**src/rtl/alu_pkg.sv**
```systemverilog
// Shared constants for the shift sequencer: shift direction codes and FSM state encoding.
package alu_pkg;

    localparam logic DIR_LEFT  = 1'b0;
    localparam logic DIR_RIGHT = 1'b1;

    typedef logic [1:0] state_t;

    localparam state_t ST_IDLE  = 2'd0;
    localparam state_t ST_SHIFT = 2'd1;
    localparam state_t ST_DONE  = 2'd2;

endpackage

```
**src/rtl/shift_step.sv**
```systemverilog
// Combinational single-position shifter; the vacated bit is taken from i_fill.
module shift_step
    import alu_pkg::*;
#(
    parameter int N = 4
) (
    input  logic         i_dir,
    input  logic         i_fill,
    input  logic [N-1:0] i_a,
    output logic [N-1:0] o_y
);

    assign o_y = (i_dir == DIR_RIGHT) ? {i_fill, i_a[N-1:1]} : {i_a[N-2:0], i_fill};

endmodule

```
**src/rtl/shift_seq.sv**
```systemverilog
// Multi-cycle shifter: one bit position per clock, with a valid/ready request and result handshake.
// Optional build macro SHIFT_ARITH_EN adds in_arith (sign fill on right shifts).
//
//   state    | meaning
//   ---------+---------------------------------------------------
//   IDLE     | waiting for a request, in_ready high
//   SHIFT    | shifting one bit per edge, r_cnt positions left
//   DONE     | result held on out_y until out_ready
module shift_seq
    import alu_pkg::*;
#(
    parameter int N  = 4,
    parameter int AW = $clog2(N) + 1
) (
    input  logic          clk,
    input  logic          rst_n,
    input  logic          in_valid,
    output logic          in_ready,
    input  logic          in_dir,
    input  logic [AW-1:0] in_amt,
    input  logic [N-1:0]  in_a,
`ifdef SHIFT_ARITH_EN
    input  logic          in_arith,
`endif
    output logic          out_valid,
    input  logic          out_ready,
    output logic [N-1:0]  out_y,
    output logic          busy
);

    state_t        r_state;
    logic [N-1:0]  r_y;
    logic [AW-1:0] r_cnt;
    logic          r_dir;
    logic [AW-1:0] w_eff;
    logic          w_fill;
    logic [N-1:0]  w_step_y;

    // Amounts beyond the operand width saturate; the result is already all fill by then.
    assign w_eff = (in_amt > AW'(N)) ? AW'(N) : in_amt;

`ifdef SHIFT_ARITH_EN
    logic r_arith;
    assign w_fill = (r_dir == DIR_RIGHT) & r_arith & r_y[N-1];
`else
    assign w_fill = 1'b0;
`endif

    shift_step #(.N(N)) u_step (
        .i_dir  (r_dir),
        .i_fill (w_fill),
        .i_a    (r_y),
        .o_y    (w_step_y)
    );

    assign in_ready  = (r_state == ST_IDLE);
    assign out_valid = (r_state == ST_DONE);
    assign busy      = (r_state != ST_IDLE);
    assign out_y     = r_y;

    always_ff @(posedge clk or negedge rst_n) begin
        if (!rst_n) begin
            r_state <= ST_IDLE;
            r_y     <= '0;
            r_cnt   <= '0;
            r_dir   <= DIR_LEFT;
`ifdef SHIFT_ARITH_EN
            r_arith <= 1'b0;
`endif
        end else begin
            case (r_state)
                ST_IDLE: begin
                    if (in_valid) begin
                        r_y   <= in_a;
                        r_dir <= in_dir;
                        r_cnt <= w_eff;
`ifdef SHIFT_ARITH_EN
                        r_arith <= in_arith;
`endif
                        r_state <= (w_eff == '0) ? ST_DONE : ST_SHIFT;
                    end
                end
                ST_SHIFT: begin
                    r_y   <= w_step_y;
                    r_cnt <= r_cnt - AW'(1);
                    if (r_cnt == AW'(1)) begin
                        r_state <= ST_DONE;
                    end
                end
                ST_DONE: begin
                    if (out_ready) begin
                        r_state <= ST_IDLE;
                    end
                end
                default: r_state <= ST_IDLE;
            endcase
        end
    end

endmodule

```
**config.mk**
```make
export PLATFORM = sky130hd
export DESIGN_NAME = shift_seq
export DESIGN_NICKNAME = d
export VERILOG_FILES = /design/src/rtl/alu_pkg.sv /design/src/rtl/shift_step.sv /design/src/rtl/shift_seq.sv
export SDC_FILE = /design/constraint.sdc
export NUM_CORES = 1
export LEC_CHECK = 0
export CAP_MARGIN = 20
export CELL_PAD_IN_SITES_DETAIL_PLACEMENT = 1
export CELL_PAD_IN_SITES_GLOBAL_PLACEMENT = 1
export CORE_MARGIN = 8
export CORE_UTILIZATION = 29
export CTS_CLUSTER_SIZE = 30
export DETAILED_ROUTE_END_ITERATION = 12
export PLACE_DENSITY = 0.76
export SLEW_MARGIN = 25
export SYNTH_ARGS = -nofsm -noshare
export SYNTH_HDL_FRONTEND = slang
export SYNTH_SLANG_ARGS = --single-unit
```
**constraint.sdc**
```tcl
create_clock -name clk -period 1.1 [get_ports clk]
set_input_delay 0.11 -clock clk [delete_from_list [all_inputs] [get_ports clk]]
set_output_delay 0.11 -clock clk [all_outputs]
set_load 0.005 [all_outputs]
```
Yosys cells after proc, flatten, opt, wreduce, memory -nomap -nowiden --
Cells that the tools add are included.
Storage, ports and cells: flip-flop bits (word level) 10, input bits 12, output and inout bits 7, word-level logic and storage cells 30
Cells by class: add/sub/neg operators 1, $lt $le $gt $ge 1, eq/ne operators 6, multiplexer cells 11, reduce and logical (&&, ||, !) cells 7
Operators by type and width (number):
- 2-to-1 mux 2 bit | 4
- 2-to-1 mux 4 bit | 2
- one-hot mux 4 bit (2 select lines) | 1
- 2-to-1 mux 3 bit | 2
- one-hot mux 2 bit (3 select lines) | 1
- one-hot mux 3 bit (2 select lines) | 1
- != test 2 bit, second input constant | 2
- AND reduction 2 bit | 2
- nonzero test 2 bit | 2
- == test 3 x 1 -> 1 bit, second input constant | 1
- > comparator 3 bit, second input constant | 1
- zero test 3 bit | 1
- AND reduction 3 bit | 1
- subtractor 3 x 1 -> 3 bit, second input constant | 1
- == test 2 x 1 -> 1 bit, second input constant | 1
- == test 2 bit, second input constant | 1
- zero test 2 bit | 1
- != test 2 x 1 -> 1 bit, second input constant | 1

Depth between registers and ports, before layout --
Gate-level depths: netlist (run 1).
word-level depth 6, gate-level depth with buffers 5, mapped depth without buffers 5

By module --
From an unflattened synthesis (run 1), not the netlist that was laid out.
Unflattened totals: cell total of the unflattened synthesis 66, area, all modules 641.9 sq um
By module, submodules not included:
- shift_seq | times used 1, cells each 62, area each 596.8 sq um, seq. area each 250.2 sq um
- shift_step | times used 1, cells each 4, area each 45.0 sq um, seq. area each 0.0 sq um

Least setup slack after synthesis (run 1) --
OpenSTA, ideal clock, no wires.
path kind flip-flop to flip-flop, from reg r_state[1], to reg r_state[1], library setup time 0.120 ns, data arrival time 1.004 ns, required time 0.980 ns, setup slack -0.025 ns, cell stages (with the launch flop) 4, path buffers 0, clock period less this slack 1.125 ns, cell sequence dfrtp_1 > or2_4 > o22a_1 > o211a_1
Between the ends: cells in the longest elaborated chain, start to end 3, elaborated cells between the ends (all ways) 8, those cells by class eq/ne (5); mux (1); reduce/logical (2)
RTL lines:
- start, declared | RTL line shift_seq.sv:31 | state_t r_state;
- start signal, assigned | RTL line shift_seq.sv:80 | r_state <= (w_eff == '0) ? ST_DONE : ST_SHIFT;
- == test 2 x 1 -> 1 bit (tied with other cells) | RTL line shift_seq.sv:71 | case (r_state)
- != test 2 bit (no line) / != test 2 x 1 -> 1 bit (equally long branches)
- AND reduction 3 bit (no line)
Parallel ways exist; a longest one is shown, timed or not. A chain may end at the register's enable or synchronous reset.

Final worst setup path (run 1) --
Same ends and word-level chain as after synthesis.

==> out/qor.yml, run 1 <==
syn_inst: 65
cts_tree: "built"
p_sw_frac: 0.388
ys_ff_latch: 10
start_kind: "flip-flop"
synth_top_area_frac: 0.415
gp_congestion: 0.760
p_leak_nw: 0.523
worst_slack_ns: -0.179
clockRootBuffer: "clkbuf_4"
grt_first_pass_wirelength_um: 3760
pwr-share-clk: 0.108
antenna_found_initial: 0
status: "finished with violations"
seq_power_share: 0.221
required_ns: 1.28
cp-end-kind: "flip-flop"
cts_made_buffers: 3
cap_violations: 0
slowest_stage: "dfrtp_1"
overflow: 0
drv_slew: 0
totalWireLength_um: 2720
fmax_mhz: 782
layout.nets: 125
synth_edf_count: 0
slowest_delay_ns: 0.42
firstDrtPassIters: 4
die_w_um: 61.6
crit_chain: "buf_6 -> or2b_4 -> o22a_1 -> o211a_1"
ir_worst_vdd_uv: 1550
hold_viol: 0
synth.distinct_cells: 27
synth.most_common_cell: "dfrtp_1"
track_usage: 0.143
power_density_mw_per_mm2: 2890
yosysSeqAreaShare: 0.415
syn_to_final_growth_pct: 87.3
syn-cell-area_um2: 603
crit_start: "r_state[1]$_DFFE_PN0P_"
drt-vias-per-instance: 5.06
drive_above_1_share: 0.445
clk_pin_slew_worst_paths_ns: 0.07
cp.arrival_ns: 1.46
power_frac_comb: 0.671
async_flop_share: 1.00
finalSetupViolations: 13
hold_class: "input port to asynchronous set/reset pin"
io-pin-count: 19
ys_warn_count: 0
dieHeight_um: 61.6
drt_iter0_drc: 5
die-area_mm2: 0.00379
worst_slew_pin_slew_ns: 0.303
fin_crit_ns: 1.28
grt_max_degree: 11
synth_area_leader_cell: "dfrtp_1"
utilization: 0.576
fp.coreArea_mm2: 0.00196
synth.area.top_cells: "dfrtp_1 41%, o22ai_1 6.2%, a21oi_1 5.0%"
period_share: 1.16
n_antenna_cell: 0
route.detailed.drc: 0
synth_nets: 79
relSlewSlack: 0.795
crit_fanout: 6
h-tree-depth: 1
ys.flop_type: "dfrtp_1"
clkLatencyLatePin_ns: 0.28
grt_pass1_vias: 752
place_hpwl_um: 1580
violations: "negative setup slack"
rows: 16
crit_type: "flip-flop to flip-flop"
start_util: 0.307
rsz0062_at_grt: "true"
num_vias: 693
dp_slack_ns: -0.224
internal-power_mw: 2.00
clock_skew_ns: 0.00722
switchingPower_mw: 1.27
r2r-start: "r_state[1]$_DFFE_PN0P_"
holdBufCountCts: 0
antenna_left: 0
synth_area_per_cell_um2: 9.28
cts.sink_count: 10
synthTopCellsByCount: "10 x dfrtp_1, 7 x inv_1, 6 x a21oi_1, 6 x o22ai_1, 5 x nor2_1"
wl_per_cell_um: 19.9
io_buffer_count: 18
clockBufferDepth: 2
[flip-flops by register name, indices dropped and copies added (netlist names)]
name	flops
r_dir	1
r_state	2
r_cnt	3
out_y	4
[layout by cell type (no fill, tap or decap), drive strengths merged]
cell | netlist | routed
or2 | 1 | 1
clkdlybuf4s15 | 0 | 1
dfrtp | 10 | 10
clkdlybuf4s50 | 0 | 11
nand2b | 2 | 2
o22a | 1 | 1
o311ai | 1 | 1
ha | 2 | 2
nand4b | 1 | 1
o32ai | 2 | 2
clkbuf | 0 | 4
inv | 7 | 7
nor2 | 5 | 5
or2b | 2 | 2
buf | 3 | 29
mux2 | 2 | 2
nand3 | 1 | 1
a31oi | 1 | 1
nor2b | 3 | 3
o21ai | 2 | 2
nor3 | 1 | 1
a21oi | 6 | 6
dlygate4sd2 | 0 | 3
o22ai | 6 | 6
mux2i | 2 | 2
nand2 | 1 | 1
o211a | 1 | 1
and3 | 1 | 1
o21ba | 1 | 1
[power by group through the flow]
stage / clock (mW) / combinational, mW / sequential (mW)
2_1_floorplan: 0 / 0.764 / 0.709
3_3_place_gp: 0 / 1.56 / 0.713
3_5_place_dp: 0 / 1.61 / 0.721
4_1_cts: 0.358 / 1.86 / 0.696
5_1_grt: 0.368 / 2.38 / 0.751
6_report: 0.351 / 2.19 / 0.722
[per-stage QoR]
step                setup TNS (ns)  instance area, um^2  instances  power, mW  hold WS (ns)
global route                 -2.15                 1130        137       3.50         0.180
detailed placement           -2.25                  935        125       2.33         0.466
floorplan                  -0.0450                  603         65       1.47        -0.186
CTS                          -1.05                 1060        134       2.91         0.158
finish                       -1.44                 1130        137       3.27         0.149
global placement             -1.84                  935        125       2.27         0.418
[repair_timing]
| item | in CTS | in global routing |
|---|---|---|
| resized for setup | 32 | 10 |
| buffers inserted | 5 | 3 |
| hold endpoints to repair | 0 | 0 |
| endpoints found under the setup margin | 17 | 14 |
| pin swaps | 2 | 5 |
[metal layers]
| layer | GRT usage | vias up | wire length [um] |
|---|---|---|---|
| li1 | - | 323 | - |
| met5 | 0 | - | 0 |
| met1 | 0.150 | 342 | 997 |
| met3 | 0.0418 | 8 | 138 |
| met4 | 0.0779 | 0 | 82 |
| met2 | 0.250 | 20 | 1510 |
[critical path: cells and delay by family (launching register included)]
kind            cells  cell delay (ns)
buf+inv             1             0.14
flops               1             0.42
compound gates      2             0.32
simple gates        1             0.28
[final cells by class]
class / count / area [um^2]
Sequential cell: 10 / 250
Fill cell: 240 / 832
Inverter: 7 / 26.3
Timing Repair Buffer: 44 / 395
Multi-Input combinational cell: 45 / 388
Clock buffer: 4 / 36.3
Tap cell: 27 / 33.8
[cells by family after synthesis]
family	Yosys count	share of synthesized area
compound gates	21	0.230
simple gates	18	0.170
buf+inv	10	0.0726
flops	10	0.415
mux	4	0.0705
fa+ha+maj	2	0.0415
[worst paths after layout]
kind	to	slack [ns]	cells past startpoint
worst max-delay path	r_state[1]$_DFFE_PN0P_	-0.18	4
worst min-delay path	r_cnt[0]$_DFFE_PN0P_	0.15	2
worst max register to register	r_state[1]$_DFFE_PN0P_	-0.18	4
worst min register to register	r_dir$_DFFE_PN0P_	0.61	2
max in group asynchronous	out_y[2]$_DFFE_PN0P_	0.80	2
min in group clk	r_dir$_DFFE_PN0P_	0.38	3
Power figures use the tool's default switching activity.
==> inputs of run 2 (changes only) <==
--- a/config.mk
+++ b/config.mk
@@ -5,8 +5,9 @@
 export SDC_FILE = /design/constraint.sdc
 export NUM_CORES = 1
 export LEC_CHECK = 0
+export ABC_CLOCK_PERIOD_IN_PS = 1100
 export CAP_MARGIN = 20
-export CELL_PAD_IN_SITES_DETAIL_PLACEMENT = 1
+export CELL_PAD_IN_SITES_DETAIL_PLACEMENT = 0
 export CELL_PAD_IN_SITES_GLOBAL_PLACEMENT = 1
 export CORE_MARGIN = 8
 export CORE_UTILIZATION = 29
==> run 2 against run 1 <==
  * Worst hold slack worse by 0.023 ns
  * Cell count rose by 1.5%
  * Core utilization rose by 1.4 points
  * Global-route usage is 3.5 points lower
  * Fmax is 2.3% higher
  * Sequential power down 2%
  * Largest cell class unchanged
  * Critical endpoint unchanged
  * First-iteration DRC count grew 140%
  * Highest routed layer unchanged
  * The flow still finishes with violations (negative setup slack)
==> out/qor.yml, run 2 (synthesis gave the netlist of run 1 again) <==
status: "finished with violations"
violations: "negative setup slack"
worst_slack_ns: -0.150  # +0.0288 ns
grt_pass1_vias: 679  # -9.7%
route.detailed.drc: 0  # unchanged
cp-endpoint: "r_state[1]$_DFFE_PN0P_"
dpl_cell_area_um2: 935  # unchanged
layout.nets: 128  # +2.4%
firstDrtPassIters: 4  # unchanged
hold_class: "input port to asynchronous set/reset pin"
relSlewSlack: 0.796  # +0.00121
final_cell_mix: "20 x buf_4, 11 x clkdlybuf4s50_1, 10 x dfrtp_1, 10 x buf_6, 5 x inv_1"
drive_above_1_share: 0.482  # +0.0367
crit_fanout: 3  # -3
antenna_left: 0  # unchanged
fp.coreArea_mm2: 0.00196  # unchanged
rr_worst_depth: 4  # unchanged
rsz0062_at_grt: "true"
rows: 16  # unchanged
cts.sink_count: 10  # unchanged
regToRegEndpoint: "r_state[1]$_DFFE_PN0P_"
track_usage: 0.108  # -0.0348
cts_made_buffers: 3  # unchanged
grt_first_pass_wirelength_um: 3060  # -19%
crit_start: "r_state[1]$_DFFE_PN0P_"
cp.arrival_ns: 1.41  # -0.05 ns
crit_type: "flip-flop to flip-flop"
power_density_mw_per_mm2: 2750  # -5.0%
holdBufCountCts: 0  # unchanged
finalSetupViolations: 12  # -1
overflow: 0  # unchanged
post-route-cell-area_mm2: 0.00116  # +2.4%
syn_to_final_growth_pct: 91.9
drt-vias-per-instance: 4.73  # -6.6%
required_ns: 1.26  # -0.02 ns
num_vias: 657  # -5.2%
totalWireLength_um: 2000  # -27%
gp_congestion: 0.760  # unchanged
fmax_mhz: 800  # +2.3%
start_kind: "flip-flop"
fin_crit_ns: 1.25  # -0.0288 ns
clockBufferDepth: 2  # unchanged
r2r-start: "r_state[1]$_DFFE_PN0P_"
worst_slew_pin_slew_ns: 0.301  # -0.00179 ns
drt_iter0_drc: 12  # +7
period_share: 1.14  # -0.0262
die_w_um: 61.6  # unchanged
hold_viol: 0  # unchanged
grt_max_degree: 11  # unchanged
die-area_mm2: 0.00379  # unchanged
final_cells: 139  # +1.5%
io-pin-count: 19  # unchanged
clk_pin_slew_worst_paths_ns: 0.07  # about the same
wl_per_cell_um: 14.4  # -28%
clock_skew_ns: 0.00779  # +0.000569 ns
clockRootBuffer: "clkbuf_4"
mostFrequentLayoutCell: "buf_4"
cts_tree: "built"
ir_worst_vdd_uv: 1440  # -7.4%
timing.hold.ws_ns: 0.126  # -0.0231 ns
clkLatencyLatePin_ns: 0.27  # about the same
io_buffer_count: 18  # unchanged
dp_cells: 125  # unchanged
regToRegSetupSlack_ns: -0.15  # +0.03 ns
h-tree-depth: 1  # unchanged
drv_slew: 0  # unchanged
cp-end-kind: "flip-flop"
start_util: 0.307  # unchanged
antenna_found_initial: 0  # unchanged
n_antenna_cell: 0  # unchanged
dp_slack_ns: -0.198  # +0.0255 ns
place_hpwl_um: 1330  # -16%
largest_register_ffs: 4  # unchanged
dieHeight_um: 61.6  # unchanged
p_leak_nw: 0.532  # +1.7%
cap_violations: 0  # unchanged
[run 2: layout make-up]
type	instances	area (um^2)
multi-input combinational	45	407
sequential	10	250
inverter	7	26.3
clock buffer	3	22.5
tap	27	33.8
timing repair buffer	47	418
fill	181	805
[run 2: metrics by stage]
stage	power, mW	util	setup TNS (ns)
final	3.18	0.590	-1.05
after global placement	2.27	0.476	-1.84
after CTS	2.87	0.553	-0.769
after detailed placement	2.29	0.476	-1.83
after floorplan	1.47	-	-0.0450
after global routing	3.41	0.590	-1.66
[run 2: how the worst min path moves through the flow]
stage / start / slack, ns / endpoint
after global placement: rst_n / 0.42 / out_y[3]$_DFFE_PN0P_
final: rst_n / 0.13 / out_y[2]$_DFFE_PN0P_
after floorplan: rst_n / -0.19 / out_y[0]$_DFFE_PN0P_
after CTS: rst_n / 0.13 / out_y[2]$_DFFE_PN0P_
after global routing: rst_n / 0.15 / out_y[3]$_DFFE_PN0P_
after detailed placement: rst_n / 0.42 / out_y[3]$_DFFE_PN0P_
[run 2: worst max-delay path, cell delays in order, from the launching register on]
cell	delay, ns
dfrtp_1	0.41
or2_4	0.28
buf_6	0.12
o22a_1	0.21
o211a_1	0.12
[run 2: where the power goes]
group          switching, mW  internal, mW
logic                  0.887          1.32
clock network          0.135         0.127
registers              0.155         0.551
[run 2: repair_timing]
action                                  4_1_cts  5_1_grt
buffers inserted                              8        3
endpoints found under the setup margin       17       13
pin swaps                                     6       12
gates resized for setup                      34       12
[run 2: per-layer routing]
metal / share of wire / wire [um] / GRT usage / up-vias
li1: - / - / - / 330
met1: 0.48 / 957 / 0.138 / 311
met2: 0.47 / 936 / 0.165 / 14
met3: 0.040 / 79 / 0.0355 / 2
met4: 0.013 / 26 / 0.0390 / 0
met5: 0 / 0 / 0 / -
